`config.mk`:
```
export PLATFORM = sky130hd
export DESIGN_NAME = cache_arbiter_flat
export DESIGN_NICKNAME = d
export VERILOG_FILES = /design/src/rtl/cache_arbiter_if.sv /design/src/rtl/cache_arbiter.sv /design/src/flat_wrapper.sv
export SDC_FILE = /design/constraint.sdc
export NUM_CORES = 1
export LEC_CHECK = 0
export ABC_CLOCK_PERIOD_IN_PS = 1500
export CAP_MARGIN = 20
export CORE_AREA = 2 2 542 544
export CTS_CLUSTER_SIZE = 10
export DETAILED_ROUTE_END_ITERATION = 8
export DIE_AREA = 0 0 544 546
export SLEW_MARGIN = 20
export SYNTH_ARGS = -nofsm -noshare
export SYNTH_HDL_FRONTEND = slang
export SYNTH_SLANG_ARGS = --single-unit
```
`constraint.sdc`:
```
create_clock -name clk -period 1.5 [get_ports clk]
set_input_delay 0.3 -clock clk [delete_from_list [all_inputs] [get_ports clk]]
set_output_delay 0.3 -clock clk [all_outputs]
set_load 0.01 [all_outputs]
```
`src/rtl/cache_arbiter_if.sv`:
```
// Bundle of the L1 miss ports, the shared lower-level port and the perf-counter pulses.
// The arbiter uses the slave view; caches, memory and counters use the master view.
interface cache_arbiter_if #(
    parameter int LINE_WIDTH = 256,
    parameter int ADDR_WIDTH = 32
);
    // I-cache miss port
    logic [ADDR_WIDTH-1:0] i_addr;
    logic                  i_read;
    logic [LINE_WIDTH-1:0] i_rdata;
    logic                  i_resp;

    // D-cache miss / writeback port
    logic [ADDR_WIDTH-1:0] d_addr;
    logic                  d_read;
    logic                  d_write;
    logic [LINE_WIDTH-1:0] d_wdata;
    logic [LINE_WIDTH-1:0] d_rdata;
    logic                  d_resp;

    // Shared lower-level port
    logic [ADDR_WIDTH-1:0] mem_addr;
    logic                  mem_read;
    logic                  mem_write;
    logic [LINE_WIDTH-1:0] mem_wdata;
    logic [LINE_WIDTH-1:0] mem_rdata;
    logic                  mem_resp;

    // Performance-counter pulses
    logic                  arb_conflict;
    logic                  arb_wait;

    modport slave (
        input  i_addr, i_read,
        input  d_addr, d_read, d_write, d_wdata,
        input  mem_rdata, mem_resp,
        output i_rdata, i_resp,
        output d_rdata, d_resp,
        output mem_addr, mem_read, mem_write, mem_wdata,
        output arb_conflict, arb_wait
    );

    modport master (
        output i_addr, i_read,
        output d_addr, d_read, d_write, d_wdata,
        output mem_rdata, mem_resp,
        input  i_rdata, i_resp,
        input  d_rdata, d_resp,
        input  mem_addr, mem_read, mem_write, mem_wdata,
        input  arb_conflict, arb_wait
    );
endinterface

```
`src/rtl/cache_arbiter.sv`:
```
// Round-robin arbiter sharing one line-granular memory port between the I-cache and
// D-cache; each grant latches address, op and writeback data for the whole transaction.
module cache_arbiter #(
    parameter int LINE_WIDTH = 256,
    parameter int ADDR_WIDTH = 32
) (
    input  logic            clk,
    input  logic            rst_n,
    cache_arbiter_if.slave  bus
);

    typedef enum logic [1:0] {
        IDLE    = 2'd0,
        SERVE_I = 2'd1,
        SERVE_D = 2'd2,
        RECOVER = 2'd3
    } state_t;

    localparam logic GRANT_I = 1'b0;
    localparam logic GRANT_D = 1'b1;

    state_t                state_q, state_d;
    logic                  last_grant_q, last_grant_d;
    logic [ADDR_WIDTH-1:0] mem_addr_q, mem_addr_d;
    logic [LINE_WIDTH-1:0] mem_wdata_q, mem_wdata_d;
    logic                  mem_read_q, mem_read_d;
    logic                  mem_write_q, mem_write_d;
    logic                  arb_conflict_q, arb_conflict_d;

    logic i_req;
    logic d_req;
    logic grant_i;
    logic grant_d;
    logic serving_i;
    logic serving_d;

    always_comb begin
        i_req     = bus.i_read;
        d_req     = bus.d_read | bus.d_write;
        serving_i = (state_q == SERVE_I);
        serving_d = (state_q == SERVE_D);
    end

    // Grant decision only happens in IDLE; on a tie the side not served last wins.
    always_comb begin
        grant_i = 1'b0;
        grant_d = 1'b0;
        if (state_q == IDLE) begin
            if (i_req && d_req) begin
                grant_d = (last_grant_q == GRANT_I);
                grant_i = (last_grant_q == GRANT_D);
            end else begin
                grant_i = i_req;
                grant_d = d_req;
            end
        end
    end

    always_comb begin
        state_d        = state_q;
        last_grant_d   = last_grant_q;
        mem_addr_d     = mem_addr_q;
        mem_wdata_d    = mem_wdata_q;
        mem_read_d     = mem_read_q;
        mem_write_d    = mem_write_q;
        arb_conflict_d = 1'b0;

        case (state_q)
            IDLE: begin
                arb_conflict_d = i_req & d_req;
                if (grant_d) begin
                    state_d     = SERVE_D;
                    mem_addr_d  = bus.d_addr;
                    mem_wdata_d = bus.d_wdata;
                    // A simultaneous read+write request is treated as a writeback.
                    mem_write_d = bus.d_write;
                    mem_read_d  = ~bus.d_write;
                end else if (grant_i) begin
                    state_d     = SERVE_I;
                    mem_addr_d  = bus.i_addr;
                    mem_read_d  = 1'b1;
                    mem_write_d = 1'b0;
                end
            end

            SERVE_I: begin
                if (bus.mem_resp) begin
                    state_d      = RECOVER;
                    last_grant_d = GRANT_I;
                    mem_read_d   = 1'b0;
                    mem_write_d  = 1'b0;
                end
            end

            SERVE_D: begin
                if (bus.mem_resp) begin
                    state_d      = RECOVER;
                    last_grant_d = GRANT_D;
                    mem_read_d   = 1'b0;
                    mem_write_d  = 1'b0;
                end
            end

            RECOVER: begin
                // Dead cycle so the requester just served can withdraw its request.
                state_d = IDLE;
            end

            default: begin
                state_d     = IDLE;
                mem_read_d  = 1'b0;
                mem_write_d = 1'b0;
            end
        endcase
    end

    always_ff @(posedge clk) begin
        if (!rst_n) begin
            state_q        <= IDLE;
            last_grant_q   <= GRANT_I;
            mem_addr_q     <= '0;
            mem_wdata_q    <= '0;
            mem_read_q     <= 1'b0;
            mem_write_q    <= 1'b0;
            arb_conflict_q <= 1'b0;
        end else begin
            state_q        <= state_d;
            last_grant_q   <= last_grant_d;
            mem_addr_q     <= mem_addr_d;
            mem_wdata_q    <= mem_wdata_d;
            mem_read_q     <= mem_read_d;
            mem_write_q    <= mem_write_d;
            arb_conflict_q <= arb_conflict_d;
        end
    end

    // Read data is a straight pass-through; consumers qualify it with their resp pulse.
    assign bus.i_rdata      = bus.mem_rdata;
    assign bus.d_rdata      = bus.mem_rdata;
    assign bus.i_resp       = serving_i & bus.mem_resp;
    assign bus.d_resp       = serving_d & bus.mem_resp;
    assign bus.mem_addr     = mem_addr_q;
    assign bus.mem_wdata    = mem_wdata_q;
    assign bus.mem_read     = mem_read_q;
    assign bus.mem_write    = mem_write_q;
    assign bus.arb_conflict = arb_conflict_q;
    assign bus.arb_wait     = (i_req & ~serving_i) | (d_req & ~serving_d);

endmodule

```
`src/flat_wrapper.sv`:
```
// flat-port wrapper written by rule: the top's interface ports become plain ports
module cache_arbiter_flat 
#(
    parameter int LINE_WIDTH = 256,
    parameter int ADDR_WIDTH = 32
)
  (clk, rst_n, bus_i_addr, bus_i_read, bus_d_addr, bus_d_read, bus_d_write, bus_d_wdata, bus_mem_rdata, bus_mem_resp, bus_i_rdata, bus_i_resp, bus_d_rdata, bus_d_resp, bus_mem_addr, bus_mem_read, bus_mem_write, bus_mem_wdata, bus_arb_conflict, bus_arb_wait);
  cache_arbiter_if #(.LINE_WIDTH(LINE_WIDTH), .ADDR_WIDTH(ADDR_WIDTH)) bus_i ();
  input  logic clk;
  input  logic rst_n;
  input wire logic [$bits(bus_i.i_addr)-1:0] bus_i_addr;
  input wire logic [$bits(bus_i.i_read)-1:0] bus_i_read;
  input wire logic [$bits(bus_i.d_addr)-1:0] bus_d_addr;
  input wire logic [$bits(bus_i.d_read)-1:0] bus_d_read;
  input wire logic [$bits(bus_i.d_write)-1:0] bus_d_write;
  input wire logic [$bits(bus_i.d_wdata)-1:0] bus_d_wdata;
  input wire logic [$bits(bus_i.mem_rdata)-1:0] bus_mem_rdata;
  input wire logic [$bits(bus_i.mem_resp)-1:0] bus_mem_resp;
  output wire logic [$bits(bus_i.i_rdata)-1:0] bus_i_rdata;
  output wire logic [$bits(bus_i.i_resp)-1:0] bus_i_resp;
  output wire logic [$bits(bus_i.d_rdata)-1:0] bus_d_rdata;
  output wire logic [$bits(bus_i.d_resp)-1:0] bus_d_resp;
  output wire logic [$bits(bus_i.mem_addr)-1:0] bus_mem_addr;
  output wire logic [$bits(bus_i.mem_read)-1:0] bus_mem_read;
  output wire logic [$bits(bus_i.mem_write)-1:0] bus_mem_write;
  output wire logic [$bits(bus_i.mem_wdata)-1:0] bus_mem_wdata;
  output wire logic [$bits(bus_i.arb_conflict)-1:0] bus_arb_conflict;
  output wire logic [$bits(bus_i.arb_wait)-1:0] bus_arb_wait;
  assign bus_i.i_addr = bus_i_addr;
  assign bus_i.i_read = bus_i_read;
  assign bus_i.d_addr = bus_d_addr;
  assign bus_i.d_read = bus_d_read;
  assign bus_i.d_write = bus_d_write;
  assign bus_i.d_wdata = bus_d_wdata;
  assign bus_i.mem_rdata = bus_mem_rdata;
  assign bus_i.mem_resp = bus_mem_resp;
  assign bus_i_rdata = bus_i.i_rdata;
  assign bus_i_resp = bus_i.i_resp;
  assign bus_d_rdata = bus_i.d_rdata;
  assign bus_d_resp = bus_i.d_resp;
  assign bus_mem_addr = bus_i.mem_addr;
  assign bus_mem_read = bus_i.mem_read;
  assign bus_mem_write = bus_i.mem_write;
  assign bus_mem_wdata = bus_i.mem_wdata;
  assign bus_arb_conflict = bus_i.arb_conflict;
  assign bus_arb_wait = bus_i.arb_wait;
  cache_arbiter #(.LINE_WIDTH(LINE_WIDTH), .ADDR_WIDTH(ADDR_WIDTH)) u_core (.clk(clk), .rst_n(rst_n), .bus(bus_i));
endmodule
```
==> results of run 1 <==
==> final timing paths <==
kind                                                from                                     end  cells past startpoint
setup reg to reg          u_core.state_q[0]$_SDFFE_PN0P_  u_core.bus.mem_wdata[106]$_SDFFE_PN0P_                     12
hold reg to reg   u_core.bus.mem_wdata[154]$_SDFFE_PN0P_  u_core.bus.mem_wdata[154]$_SDFFE_PN0P_                      2
hold / removal                           bus_d_wdata[15]   u_core.bus.mem_wdata[15]$_SDFFE_PN0P_                      3
setup / recovery          u_core.state_q[0]$_SDFFE_PN0P_                              bus_d_resp                      5
==> registers in the layout, indices dropped and copies added (netlist names) <==
name	flops
u_core.bus.mem_write	1
u_core.bus.mem_wdata	256
u_core.bus.mem_addr	32
u_core.last_grant_q	1
u_core.bus.mem_read	1
u_core.state_q	2
u_core.bus.arb_conflict	1
==> where the power goes <==
| part | switching [mW] | internal [mW] |
|---|---|---|
| logic | 16.1 | 18.1 |
| clock network | 4.83 | 7.05 |
| registers | 2.29 | 10.6 |
==> per-stage QoR <==
step | setup slack [ns] | hold slack [ns]
after global placement | -0.625 | 0.459
final | -0.394 | 0.167
after detailed placement | -0.603 | 0.464
after global routing | -0.488 | 0.131
after CTS | -0.512 | 0.0808
after floorplan | 0.0220 | 0.447
==> cells in the final DEF, fill, tap and decap left out, types with 3 or more instances in the layout <==
cell and n:
clkinv_2 4, dfxtp_1 6, dfxtp_4 93, clkbuf_16 50
a32oi_2 10, ha_4 3, buf_2 21, buf_16 36
nand3_4 24, a21boi_1 253, clkdlybuf4s50_1 324, buf_4 167
a32oi_1 22, nand3_2 109, nand3_1 156, dfxtp_2 195
diode_2 20, buf_12 178, o21ai_0 3, o21ai_4 13
and2_4 3, o21ai_1 13, nand2_1 3, o21ai_2 228
a21boi_2 35, buf_6 182, bufinv_16 8, clkbuf_1 6
buf_8 40, clkbuf_8 4
==> logic make-up (layout without fill, tap and decap cells) <==
logic type	count (synthesis)	in the layout	synth area share [%]
adder cells (fa/ha/maj)	4	4	0.311
flip-flops	294	294	36.6
AND/OR/NAND/NOR	303	303	9.50
other	0	20	0
buffers and inverters	680	1033	29.6
multiplexers	3	3	0.194
AO/OA/AOI/OAI	589	589	23.8
==> worst min-delay path, cell delays in order <==
cell and delay, ns:
clkdlybuf4s50_1 0.40, nand3_1 0.07, a21boi_1 0.06
==> synthesized netlist by cell type, drive strengths merged <==
cell    number
nand2        4
nand3      289
a211oi       1
and3         1
a21oi        1
a21bo        1
ha           4
buf        584
nor2         1
o221a        1
o31ai        1
mux2i        2
a32oi       32
a21boi     291
nor3         1
inv          4
mux2         1
o22ai        2
o21a         1
or2          1
nor2b        3
o21bai       1
clkbuf      92
dfxtp      294
and2         3
o21ai      257
==> per-layer routing <==
layer / track usage [%] / up-vias
li1: - / 6739
met1: 8.77 / 7401
met4: 7.21 / 22
met2: 19.5 / 1613
met5: 0.942 / -
met3: 18.6 / 577
==> final cells by class <==
cell class,count,area [um2],share of cell area (%)
Timing Repair Buffer,955,12000,36.7
Multi-Input combinational cell,899,7630,23.4
Sequential cell,294,6480,19.9
Tap cell,3919,4900,15.0
Clock buffer,55,1200,3.69
Clock inverter,19,348,1.07
Antenna cell,20,50.0,0.154
Inverter,4,15.0,0.0461
==> what timing repair did <==
item	4_1_cts	5_1_grt
hold endpoints to repair	9	0
cloned	40	6
pin swaps	223	211
buffers inserted	75	113
gates resized for setup	1859	368
hold buffers	1	0
setup endpoints to repair	575	500
==> flow_summary.toml, run 1 <==
[sta]
setup_viol = 296
fin_crit_ns = 1.89
finalHoldViolCount = 0
drv_slew = 0
setup_ws_ns = -0.394
finClkSkew_ns = 0.0444
tightest_slew_ns = 0.763
rsz0062_at_grt = "yes"
relSlewSlack_pct = 49.1
fmax_mhz = 528
setup_tns_ns = -77.27
fin_crit_sh_pct = 126

[routing]
routed.top_layer = "met5"
wl_met2_um = 85200
wirelength_um = 209000
drt-vias-per-instance = 2.65
wl_per_cell_um = 33.9
met1_length_um = 47300
firstDrtPassIters = 5
vias = 16400
drc = 0
dr_wl_met3_um = 62200
ant_nets = 0
drt_iter0_markers = 1124

[placement]
place_area_um2 = 25000
io_buffers = 619
gp_congestion = 0.928
dp.cells = 5862
dp_hpwl_um = 178000

[clock_tree]
clk_pin_slew_ns = 0.07
clkSinkCount = 294
cts_tree = "built"
ctsLongestPathBuffers = 3
clockRootBuffer = "clkbuf_16"
cts-buffers-inserted = 44
worstSkewPairLatency_ns = 0.69
cts_max_level = 2

[pwr]
ir_drop_uv = 965
power-per-cell-area_nw_per_um2 = 1810
leakage_nw = 11.1
p_total_mw = 59.0

[setup_path]
path_max_fanout = 2
cp-start-kind = "flip-flop"
cp_data_arrival_time_ns = 1.59
cpMaxStageDelayCell = "dfxtp_2"
worst_path_dominant_cell_family = "flip-flops"
slowest_delay_ns = 0.34
crit_chain = "inv_2, buf_6, ha_4, and2_4, buf_12"
cp.required_ns = 1.20
crit_type = "reg -> out"
r2r_setup_slack_ns = -0.37
path_buf_inv = 3
cp-end-kind = "primary output"

[logic_synthesis]
synth_area_leader_cell = "dfxtp_1"
synth.distinct_cells = 29
avgSynthCellArea_um2 = 8.59
synth-seq-cells = 294
yosysSeqAreaShare_pct = 36.6
netlist_instances = 1873
synth_top_area_share_pct = 36.6
syn_nets = 2459
synth_area_leaders = "dfxtp_1, buf_4, a21boi_1"
synth.cell_area_um2 = 16100
yosysWarningCount = 0

[floorplanning]
core_area_um2 = 292000
pin_count = 1388
die_width_um = 544
die_h_um = 546
die-area_um2 = 297000
rows = 199
start_util_pct = 5.51

[final_layout]
nets = 2784
synthToLayoutAreaGrowth_pct = 103
finalNonFillerCells = 6165
finish.utilization_pct = 11.2
nFillCells = 33200
design_area_um2 = 32600
drive_gt1_share_pct = 64.2

[global_route]
grt_overflow_total = 0
grt_pass1_vias = 15700
grt_max_degree = 67
grtUsageTotal_pct = 13.5
antenna_found_initial = 130
grt_first_pass_wirelength_um = 243000

[job]
maxCapViolations = 0

[outcome]
violations = "setup timing"
outcome = "finished with violations"

[hold_path]
hold_path.class = "in -> reg"
No activity file was read; power rests on OpenSTA's default activity.
==> run 2, diff against run 1 <==
--- a/config.mk
+++ b/config.mk
@@ -7,10 +7,13 @@
 export LEC_CHECK = 0
 export ABC_CLOCK_PERIOD_IN_PS = 1500
 export CAP_MARGIN = 20
-export CORE_AREA = 2 2 542 544
+export CELL_PAD_IN_SITES_DETAIL_PLACEMENT = 2
+export CELL_PAD_IN_SITES_GLOBAL_PLACEMENT = 2
+export CORE_AREA = 2 2 547 549
 export CTS_CLUSTER_SIZE = 10
 export DETAILED_ROUTE_END_ITERATION = 8
-export DIE_AREA = 0 0 544 546
+export DIE_AREA = 0 0 549 551
+export PLACE_DENSITY_LB_ADDON = 0.1
 export SLEW_MARGIN = 20
 export SYNTH_ARGS = -nofsm -noshare
 export SYNTH_HDL_FRONTEND = slang
==> flow_summary.toml, run 2 (synthesis gave the netlist of run 1 again) <==
[routing]
wirelength_um = 124000
vias = 15200
routed.top_layer = "met5"
dr_wl_met3_um = 15600
wl_per_cell_um = 20.0
firstDrtPassIters = 4
wl_met2_um = 57100
drt_iter0_markers = 368
drc = 0
met1_length_um = 45400
drt-vias-per-instance = 2.45
ant_nets = 0

[sta]
whs_ns = 0.149
finalHoldViolCount = 0
finClkSkew_ns = 0.0597
setup_viol = 301
setup_ws_ns = -0.407
relSlewSlack_pct = 62.5
fin_crit_sh_pct = 127
tightest_slew_ns = 0.562
fmax_mhz = 524
drv_slew = 0
rsz0062_at_grt = "yes"
fin_crit_ns = 1.91

[setup_path]
crit_chain = "inv_4, buf_6, ha_4, a21boi_4, buf_12, buf_12, buf_12, buf_16, buf_8, a32oi_2, a21boi_1"
cpMaxStageDelayCell = "dfxtp_4"
path_buf_inv = 7
crit_type = "reg -> reg"
r2r_end = "u_core.bus.mem_addr[28]$_SDFFE_PN0P_"
path_max_fanout = 7
cp-start-kind = "flip-flop"
reg2reg_from = "u_core.state_q[1]$_SDFFE_PN0P_"
slowest_delay_ns = 0.37
crit_start = "u_core.state_q[1]$_SDFFE_PN0P_"
r2r_cells = 11
worst_path_dominant_cell_family = "buffers and inverters"
r2r_setup_slack_ns = -0.41
cp-end-kind = "flip-flop"
cp_data_arrival_time_ns = 2.50
cp_common_cell = "buf_12"
cp.required_ns = 2.09

[placement]
dp_hpwl_um = 88700
gp_congestion = 0.662
io_buffers = 619

[clock_tree]
clkSinkCount = 294
clk_pin_slew_ns = 0.06
cts-buffers-inserted = 52
ctsLongestPathBuffers = 3
clockRootBuffer = "clkbuf_16"
cts_max_level = 2
worstSkewPairLatency_ns = 0.71
cts_tree = "built"

[hold_path]
hold_path.class = "in -> reg"
min_from = "bus_i_addr[10]"
whs_path_depth = 3
worstHoldEndpoint = "u_core.bus.mem_addr[10]$_SDFFE_PN0P_"

[pwr]
pwr-share-comb_pct = 56.5
intPower_mw = 35.1
seq_power_share_pct = 21.8
leakage_nw = 11.1
swShare_pct = 38.8
p_switching_mw = 22.2
power-per-cell-area_nw_per_um2 = 1760
clkPwrFrac_pct = 21.7
p_total_mw = 57.3
ir_drop_uv = 857

[global_route]
grt_max_degree = 45
grt_first_pass_wirelength_um = 160000
grtUsageTotal_pct = 7.82
antenna_found_initial = 46
grt_overflow_total = 0
grt_pass1_vias = 17000

[final_layout]
mostFrequentLayoutCells = "clkdlybuf4s50_1, buf_6, dfxtp_2, a21boi_1, buf_4"
synthToLayoutAreaGrowth_pct = 102
nets = 2797
finish.utilization_pct = 11.0
drive_gt1_share_pct = 62.9
nFillCells = 34300
largest_register_ffs = 256
final_common_cell = "clkdlybuf4s50_1"

[floorplanning]
pin_count = 1388
rows = 200
die_width_um = 549
die_h_um = 551
core_area_um2 = 296000
die-area_um2 = 302000
start_util_pct = 5.43

[outcome]
violations = "setup timing"
outcome = "finished with violations"

[job]
maxCapViolations = 0
## run 2: changes by cell type in the layout (fill, tap and decap cells not counted), sizes merged
cell	delta
clkbuf	+28
buf	+6
bufinv	-6
diode	-7
clkinv	-4
bufbuf	-1
clkinvlp	-2
## run 2: worst max-delay path by stage
stage	to	slack (ns)	depth (start not counted)
4_1_cts	bus_arb_wait	-0.51	4
5_1_grt	u_core.bus.mem_wdata[26]$_SDFFE_PN0P_	-0.52	11
3_5_place_dp	u_core.bus.mem_wdata[81]$_SDFFE_PN0P_	-0.66	7
2_1_floorplan	u_core.bus.mem_read$_SDFFE_PN0P_	0.02	7
3_3_place_gp	u_core.bus.mem_wdata[71]$_SDFFE_PN0P_	-0.69	7
6_report	u_core.bus.mem_addr[28]$_SDFFE_PN0P_	-0.41	11
## run 2: stage by stage
stage	instances	cell area, um2	setup slack [ns]	setup TNS, ns
2_1_floorplan	1873	16100	0.0220	0
3_3_place_gp	5907	24700	-0.692	-161.10
3_5_place_dp	5907	24700	-0.657	-156.59
4_1_cts	6102	30100	-0.511	-128.69
5_1_grt	6193	32500	-0.515	-125.54
6_report	6199	32500	-0.407	-90.81
## run 2: power by group through the flow
stage / sequential, mW / combinational (mW) / clock (mW)
floorplan: 12.0 / 7.29 / 0
global placement: 11.6 / 19.4 / 0
detailed placement: 11.6 / 19.4 / 0
CTS: 12.4 / 30.9 / 13.4
global route: 12.8 / 35.0 / 13.5
finish: 12.5 / 32.4 / 12.4
## run 2: worst register-to-register path: stages (launching register included)
cell	delay, ns
dfxtp_4	0.37
inv_4	0.04
buf_6	0.11
ha_4	0.15
a21boi_4	0.14
buf_12	0.15
buf_12	0.13
buf_12	0.13
buf_16	0.15
buf_8	0.15
a32oi_2	0.20
a21boi_1	0.08
## run 2: layout make-up
class / instances / area (um2) / share of cell area, %
tap: 3939 / 4930 / 15.1
multi-input combinational: 899 / 7900 / 24.3
sequential: 294 / 6390 / 19.6
inverter: 4 / 20.0 / 0.0615
antenna: 13 / 32.5 / 0.100
clock inverter: 7 / 115 / 0.354
clock buffer: 83 / 1550 / 4.76
timing repair buffer: 960 / 11600 / 35.7
## run 2: metal layers
| layer | up-vias | GRT usage, % |
|---|---|---|
| met4 | 42 | 3.63 |
| li1 | 6736 | - |
| met3 | 339 | 4.57 |
| met1 | 7348 | 8.12 |
| met2 | 735 | 12.7 |
| met5 | - | 0 |
## run 2: timing repair
action	CTS	global route
buffers inserted	64	103
resized for setup	2204	530
pin swaps	56	264
setup endpoints to repair	585	544
hold buffers	1	0
gates cloned	42	5
hold endpoints to repair	29	0
